## config.mk

```make
export PLATFORM = sky130hd
export DESIGN_NAME = mem_tbus_arb
export DESIGN_NICKNAME = d
export VERILOG_FILES = /design/src/rtl/mem_tbus_arb.sv
export SDC_FILE = /design/constraint.sdc
export NUM_CORES = 1
export LEC_CHECK = 0
export CORE_AREA = 8 8 233 235
export CTS_BUF_LIST = sky130_fd_sc_hd__clkbuf_4
export CTS_CLUSTER_SIZE = 40
export DETAILED_ROUTE_END_ITERATION = 8
export DIE_AREA = 0 0 241 243
export SLEW_MARGIN = 10
export SYNTH_ARGS = -nofsm -noshare
export SYNTH_HDL_FRONTEND = slang
export SYNTH_SLANG_ARGS = --single-unit
```

## constraint.sdc

```tcl
create_clock -name clock -period 2.7 [get_ports clock]
set_input_delay 0.54 -clock clock [delete_from_list [all_inputs] [get_ports clock]]
set_output_delay 0.54 -clock clock [all_outputs]
set_load 0.05 [all_outputs]
```

## src/rtl/mem_tbus_arb.sv

```systemverilog
// mem_tbus_arb: 2:1 trinity-bus arbiter placed in front of the dcache tbus.
//   Two requesters: the load unit (LD) and the store queue (SQ).
//   A granted channel keeps the bus from grant until its operation_done.
//   Ties are broken round-robin, and younger-than-flush loads are aborted.
// Ports:
//   clock, reset                    : single rising-edge clock, sync active-high reset
//   flush_valid, flush_robid        : redirect flush; robids strictly younger are killed
//   load2arb_tbus_*                 : LD request (index/op/robid), ready, read data, done
//   sq2arb_tbus_*                   : SQ request (index/data/mask/op), ready, done
//   tbus_*                          : muxed request to dcache, ready, read data, done
//   arb2dcache_flush_valid          : one-cycle cancel of an in-flight LD operation
module mem_tbus_arb #(
  parameter int DATA_W   = 64,
  parameter int OPTYPE_W = 2,
  parameter int ROBID_W  = 7
) (
  input  logic                clock,
  input  logic                reset,
  input  logic                flush_valid,
  input  logic [ROBID_W-1:0]  flush_robid,
  input  logic                load2arb_tbus_index_valid,
  output logic                load2arb_tbus_index_ready,
  input  logic [DATA_W-1:0]   load2arb_tbus_index,
  input  logic [OPTYPE_W-1:0] load2arb_tbus_operation_type,
  input  logic [ROBID_W-1:0]  load2arb_tbus_robid,
  output logic [DATA_W-1:0]   load2arb_tbus_read_data,
  output logic                load2arb_tbus_operation_done,
  input  logic                sq2arb_tbus_index_valid,
  output logic                sq2arb_tbus_index_ready,
  input  logic [DATA_W-1:0]   sq2arb_tbus_index,
  input  logic [DATA_W-1:0]   sq2arb_tbus_write_data,
  input  logic [DATA_W-1:0]   sq2arb_tbus_write_mask,
  input  logic [OPTYPE_W-1:0] sq2arb_tbus_operation_type,
  output logic                sq2arb_tbus_operation_done,
  output logic                tbus_index_valid,
  input  logic                tbus_index_ready,
  output logic [DATA_W-1:0]   tbus_index,
  output logic [DATA_W-1:0]   tbus_write_data,
  output logic [DATA_W-1:0]   tbus_write_mask,
  output logic [OPTYPE_W-1:0] tbus_operation_type,
  input  logic [DATA_W-1:0]   tbus_read_data,
  input  logic                tbus_operation_done,
  output logic                arb2dcache_flush_valid
);

  typedef enum logic [1:0] {IDLE, OWN_LD, OWN_SQ, LD_KILL} state_t;

  state_t             state;
  logic               fired;    // owner's request already handshaken
  logic               rr_last;  // 1 = SQ was granted last
  logic [ROBID_W-1:0] ld_robid;

  // Robids carry a wrap bit in the msb: when the wrap bits differ the
  // index comparison is inverted.
  function automatic logic is_younger(input logic [ROBID_W-1:0] f,
                                      input logic [ROBID_W-1:0] r);
    return (f[ROBID_W-1] ^ r[ROBID_W-1]) ^ (f[ROBID_W-2:0] < r[ROBID_W-2:0]);
  endfunction

  logic own_ld, own_sq, kill, ld_issue, sq_issue, fire, inflight, done_acc;

  always_comb begin
    own_ld   = (state == OWN_LD) && !reset;
    own_sq   = (state == OWN_SQ) && !reset;
    kill     = own_ld && flush_valid && is_younger(flush_robid, ld_robid);
    // A load being killed must not be handed to the dcache in the same cycle,
    // otherwise the bus would be left with an orphan operation.
    ld_issue = own_ld && !fired && !kill;
    sq_issue = own_sq && !fired;
    tbus_index_valid = (ld_issue && load2arb_tbus_index_valid) ||
                       (sq_issue && sq2arb_tbus_index_valid);
    load2arb_tbus_index_ready = ld_issue && tbus_index_ready;
    sq2arb_tbus_index_ready   = sq_issue && tbus_index_ready;
    fire     = tbus_index_valid && tbus_index_ready;
    // Done may arrive in the fire cycle; a done with nothing in flight is ignored.
    inflight = fired || fire;
    done_acc = tbus_operation_done && inflight;

    load2arb_tbus_operation_done = own_ld && done_acc && !kill;
    load2arb_tbus_read_data      = load2arb_tbus_operation_done ? tbus_read_data : '0;
    sq2arb_tbus_operation_done   = own_sq && done_acc;
    arb2dcache_flush_valid       = kill && fired && !tbus_operation_done;

    tbus_index          = '0;
    tbus_operation_type = '0;
    tbus_write_data     = '0;
    tbus_write_mask     = '0;
    if (own_ld) begin
      tbus_index          = load2arb_tbus_index;
      tbus_operation_type = load2arb_tbus_operation_type;
    end else if (own_sq) begin
      tbus_index          = sq2arb_tbus_index;
      tbus_operation_type = sq2arb_tbus_operation_type;
      tbus_write_data     = sq2arb_tbus_write_data;
      tbus_write_mask     = sq2arb_tbus_write_mask;
    end
  end

  always_ff @(posedge clock) begin
    if (reset) begin
      state   <= IDLE;
      fired   <= 1'b0;
      rr_last <= 1'b1;
    end else begin
      case (state)
        IDLE: begin
          fired <= 1'b0;
          if (load2arb_tbus_index_valid && (!sq2arb_tbus_index_valid || rr_last)) begin
            state    <= OWN_LD;
            ld_robid <= load2arb_tbus_robid;
          end else if (sq2arb_tbus_index_valid) begin
            state <= OWN_SQ;
          end
        end
        OWN_LD: begin
          if (kill) begin
            // Fired and no done: dcache must be cancelled and its done swallowed.
            state   <= (fired && !tbus_operation_done) ? LD_KILL : IDLE;
            fired   <= 1'b0;
            rr_last <= 1'b0;
          end else if (done_acc) begin
            state   <= IDLE;
            fired   <= 1'b0;
            rr_last <= 1'b0;
          end else if (fire) begin
            fired <= 1'b1;
          end
        end
        OWN_SQ: begin
          if (done_acc) begin
            state   <= IDLE;
            fired   <= 1'b0;
            rr_last <= 1'b1;
          end else if (fire) begin
            fired <= 1'b1;
          end
        end
        LD_KILL: begin
          fired <= 1'b0;
          if (tbus_operation_done) begin
            state <= IDLE;
          end
        end
        default: begin
          state <= IDLE;
          fired <= 1'b0;
        end
      endcase
    end
  end

endmodule
```

==> run summary <==
GRT
• gr ovfl total: 0
• gr usage total: 0.0995
• number of antenna violations at the first check in global routing: 6
• maximum number of pins on one net before global-route repair: 139
• wire length of the first global-routing pass: 44.1 mm
• vias in the first global route: 6126

Detailed routing
• via density per instance: 3.37
• via count: 5634
• final routed wire length divided by cell count: 19.4 µm
• wire length after detailed routing: 32.4 mm
• remaining antenna violation count: 0
• Remaining DRCs: 0
• detailed-routing iteration count for the pre-antenna-repair pass: 4
• Initial DRC Count: 235

STA
• fin crit period: 3.11 ns
• max_slew headroom: 0.652
• final-layout setup total negative slack: -23.10 ns
• maximum clock skew at final layout: 0.00882 ns
• minimum hold slack: 0.558 ns
• part of the cycle the worst path needs: 1.15
• count of final max-slew check failures: 0
• unrepaired setup endpoints after global routing: true
• Setup-failing EPs final: 68
• maximum clock frequency: 322 MHz
• Worst Tran Pin Value: 0.522 ns
• final worst-path setup slack: -0.406 ns
• final-report hold violation count: 0

Power
• peak supply drop: 84.4 µV
• leakage power of the design: 5.43 nW
• internal portion of total power: 1.07 mW
• Final Power: 1.71 mW
• power share of the combinational group: 0.816
• sequential fraction of design power: 0.111
• fraction of power spent switching nets: 0.377
• switching power summed over all nets: 645 µW
• share of power burned in the clock network: 0.073
• pwr dens: 131 mW/mm²

Synthesis
• distinct cell type count after synthesis: 38
• average footprint of a synthesized cell: 7.13 µm²
• synthesis-stage register bit count: 11
• post-synthesis instance total: 388
• synthesized area: 0.00277 mm²
• share of synthesized area occupied by flip-flops and latches: 0.105
• total number of yosys warnings: 0
• post-synth net total: 738

Outcome
• status: complete, but fails checks
• violations in the final reports: negative setup slack

Place
• weighted congestion reported at the end of routability-driven placement: 0.883
• total placed instance area: 0.0126 mm²
• count of buffers inserted at the top-level ports: 608
• placed cells: 1653
• post-detailed-placement half-perimeter wirelength: 28.5 mm
• minimum setup slack after placement: -0.636 ns

Worst setup path
• start-to-end type of the worst setup path: in -> out
• category of the worst setup path launch point: input port
• launch point of the critical path: flush_robid[0]
• crit end category: output pin
• required time reported for the critical path endpoint: 2.16 ns
• source of the worst register-to-register timing path: ld_robid[3]$_DFFE_PP_
• maximum fanout count along the critical path: 6
• setup slack of the worst register-to-register path: 0.62 ns
• CP Data Arrival Time: 2.57 ns

Layout
• Post-layout nets: 1342
• fillers: 5330
• Finished Layout Cells: 1673
• fraction of layout instances using a drive strength above 1: 0.414
• core occupancy in the finished layout: 0.257
• post-route cell area: 0.0130 mm²
• synthesis-to-finish area growth: 372%

Clock network
• H-tree levels: 1
• sinks on the clock net: 11
• total clock buffers created by CTS: 3
• Clock Latency Late Sink: 0.27 ns
• clk slew on worst S/H paths: 0.08 ns
• CTS root buffer: sky130_fd_sc_hd__clkbuf_4
• Max Root-Sink Buffers: 2
• clock tree from TritonCTS: done
• hold buffer count at cts: 0

Hold path
• origin of the worst min-delay path: rr_last$_SDFFE_PP1P_
• min-delay worst type: reg -> reg

Floorplan
• number of placement rows: 83
• core region area: 0.0507 mm²
• total I/O pin count: 609
• die area: 0.0586 mm²
• initial cell density of the core: 0.0546
• Die Ht: 243 µm
• x dimension of the die: 241 µm

Run
• count of maximum capacitance violations: 0

-- Yosys cell counts --
| cell type | count | area, µm² |
|---|---|---|
| sky130_fd_sc_hd__nor3b_1 | 1 | 7.51 |
| sky130_fd_sc_hd__nor4bb_2 | 1 | 16.3 |
| sky130_fd_sc_hd__edfxtp_1 | 7 | 210 |
| sky130_fd_sc_hd__and2_1 | 66 | 413 |
| sky130_fd_sc_hd__buf_1 | 1 | 3.75 |
| sky130_fd_sc_hd__nand3_1 | 2 | 10.0 |
| sky130_fd_sc_hd__o221ai_2 | 1 | 15.0 |
| sky130_fd_sc_hd__o21a_1 | 1 | 7.51 |
| sky130_fd_sc_hd__dfxtp_1 | 4 | 80.1 |
| sky130_fd_sc_hd__nand2b_1 | 2 | 12.5 |
| sky130_fd_sc_hd__inv_2 | 1 | 3.75 |
| sky130_fd_sc_hd__o21ai_0 | 2 | 10.0 |
| sky130_fd_sc_hd__xor2_1 | 1 | 8.76 |
| sky130_fd_sc_hd__nand4_1 | 2 | 12.5 |
| sky130_fd_sc_hd__a211oi_1 | 1 | 7.51 |
| sky130_fd_sc_hd__a31o_4 | 1 | 17.5 |
| sky130_fd_sc_hd__a211o_1 | 2 | 17.5 |
| sky130_fd_sc_hd__a31o_2 | 1 | 8.76 |
| sky130_fd_sc_hd__clkbuf_1 | 42 | 158 |
| sky130_fd_sc_hd__nor3_1 | 1 | 5.00 |
| sky130_fd_sc_hd__mux2i_4 | 1 | 22.5 |
| sky130_fd_sc_hd__a22o_1 | 66 | 578 |
| sky130_fd_sc_hd__nor2_1 | 6 | 22.5 |
| sky130_fd_sc_hd__and3b_1 | 1 | 8.76 |
| sky130_fd_sc_hd__nand3b_1 | 3 | 22.5 |
| sky130_fd_sc_hd__nor3_4 | 1 | 16.3 |
| sky130_fd_sc_hd__nor4bb_1 | 1 | 10.0 |
| sky130_fd_sc_hd__inv_1 | 5 | 18.8 |
| sky130_fd_sc_hd__a21oi_1 | 10 | 50.1 |
| sky130_fd_sc_hd__xnor2_1 | 1 | 8.76 |
| sky130_fd_sc_hd__a2111oi_0 | 1 | 8.76 |
| sky130_fd_sc_hd__and3_1 | 129 | 807 |
| sky130_fd_sc_hd__a31oi_1 | 1 | 6.26 |
| sky130_fd_sc_hd__nor2_2 | 1 | 6.26 |
| sky130_fd_sc_hd__buf_4 | 8 | 60.1 |
| sky130_fd_sc_hd__buf_2 | 2 | 10.0 |
| sky130_fd_sc_hd__nand2_1 | 6 | 22.5 |
| sky130_fd_sc_hd__ha_1 | 5 | 62.6 |
-- logic make-up after synthesis --
group / share of synthesized area
simple gates: 0.503
compound gates: 0.263
buf+inv: 0.0918
flops: 0.105
fa+ha+maj: 0.0226
xor+xnor: 0.00633
mux: 0.00814
-- sequential cells by signal, summed over array words and instances (netlist names) --
register  flops
ld_robid      7
state         2
fired         1
rr_last       1
-- cell type report --
type                       count  area (µm²)  share of cell area
timing repair buffer         652        9310               0.714
multi-input combinational    318        2530               0.194
tap                          680         851              0.0652
sequential                    11         294              0.0225
clock buffer                   4        30.0             0.00230
inverter                       6        22.5             0.00173
antenna                        2        5.00            0.000384
-- worst max-delay path, cell delays in order --
cell and delay (ns):
sky130_fd_sc_hd__dlygate4sd2_1 0.24, sky130_fd_sc_hd__nand2b_4 0.14, sky130_fd_sc_hd__a21oi_2 0.16, sky130_fd_sc_hd__o221ai_2 0.18
sky130_fd_sc_hd__mux2i_4 0.23, sky130_fd_sc_hd__nor4bb_4 0.28, sky130_fd_sc_hd__buf_6 0.15, sky130_fd_sc_hd__buf_8 0.12
sky130_fd_sc_hd__buf_12 0.12, sky130_fd_sc_hd__buf_16 0.11, sky130_fd_sc_hd__and2_4 0.15, sky130_fd_sc_hd__buf_12 0.13
-- layer usage --
layer  global-route usage  vias up  share of wire
met2                0.195      395           0.53
li1                     -     2641              -
met5                    0        -         0.0013
met3               0.0448       28           0.13
met4               0.0165        6          0.016
met1               0.0936     2564           0.32
-- power by group through the flow --
stage / Clock, mW / Combinational, mW / Sequential [mW]
global route: 0.142 / 1.46 / 0.191
finish: 0.124 / 1.40 / 0.190
detailed placement: 0 / 1.38 / 0.193
CTS: 0.133 / 1.40 / 0.190
global placement: 0 / 1.37 / 0.193
floorplan: 0 / 0.439 / 0.192
-- placed cells by master (no fill, tap or decap), types with 2 or more instances in the layout --
cell type,netlist,final
sky130_fd_sc_hd__a22o_4,0,3
sky130_fd_sc_hd__and3_1,129,129
sky130_fd_sc_hd__dlygate4sd2_1,0,3
sky130_fd_sc_hd__dfxtp_1,4,3
sky130_fd_sc_hd__buf_6,0,8
sky130_fd_sc_hd__buf_12,0,273
sky130_fd_sc_hd__edfxtp_1,7,7
sky130_fd_sc_hd__a21oi_2,0,3
sky130_fd_sc_hd__a21oi_4,0,2
sky130_fd_sc_hd__diode_2,0,2
sky130_fd_sc_hd__nand2_1,6,6
sky130_fd_sc_hd__o21ai_0,2,2
sky130_fd_sc_hd__ha_4,0,4
sky130_fd_sc_hd__inv_2,1,4
sky130_fd_sc_hd__buf_16,0,6
sky130_fd_sc_hd__nand3_1,2,2
sky130_fd_sc_hd__nor4bb_4,0,2
sky130_fd_sc_hd__clkdlybuf4s50_1,0,336
sky130_fd_sc_hd__buf_4,8,19
sky130_fd_sc_hd__buf_2,2,5
sky130_fd_sc_hd__nor2_1,6,5
sky130_fd_sc_hd__clkbuf_4,0,4
sky130_fd_sc_hd__a21oi_1,10,5
sky130_fd_sc_hd__buf_8,0,2
sky130_fd_sc_hd__a211o_1,2,2
sky130_fd_sc_hd__inv_1,5,2
sky130_fd_sc_hd__a22o_1,66,62
sky130_fd_sc_hd__and2_4,0,64
sky130_fd_sc_hd__nand4_1,2,2
sky130_fd_sc_hd__nand3b_1,3,3
-- path summary, 6_finish.rpt --
kind / end / cells after the start
min reg2reg: rr_last$_SDFFE_PP1P_ / 1
max reg2reg: state[1]$_SDFFE_PP0P_ / 9
max: load2arb_tbus_read_data[56] / 12
min: rr_last$_SDFFE_PP1P_ / 1
-- what timing repair did --
action | CTS | global route
resized for setup | 50 | 9
buffers inserted | 13 | 2
gates cloned | 6 | 0
endpoints found under the setup margin | 157 | 73
pin swaps | 56 | 6
No activity file was read; power rests on OpenSTA's default activity.
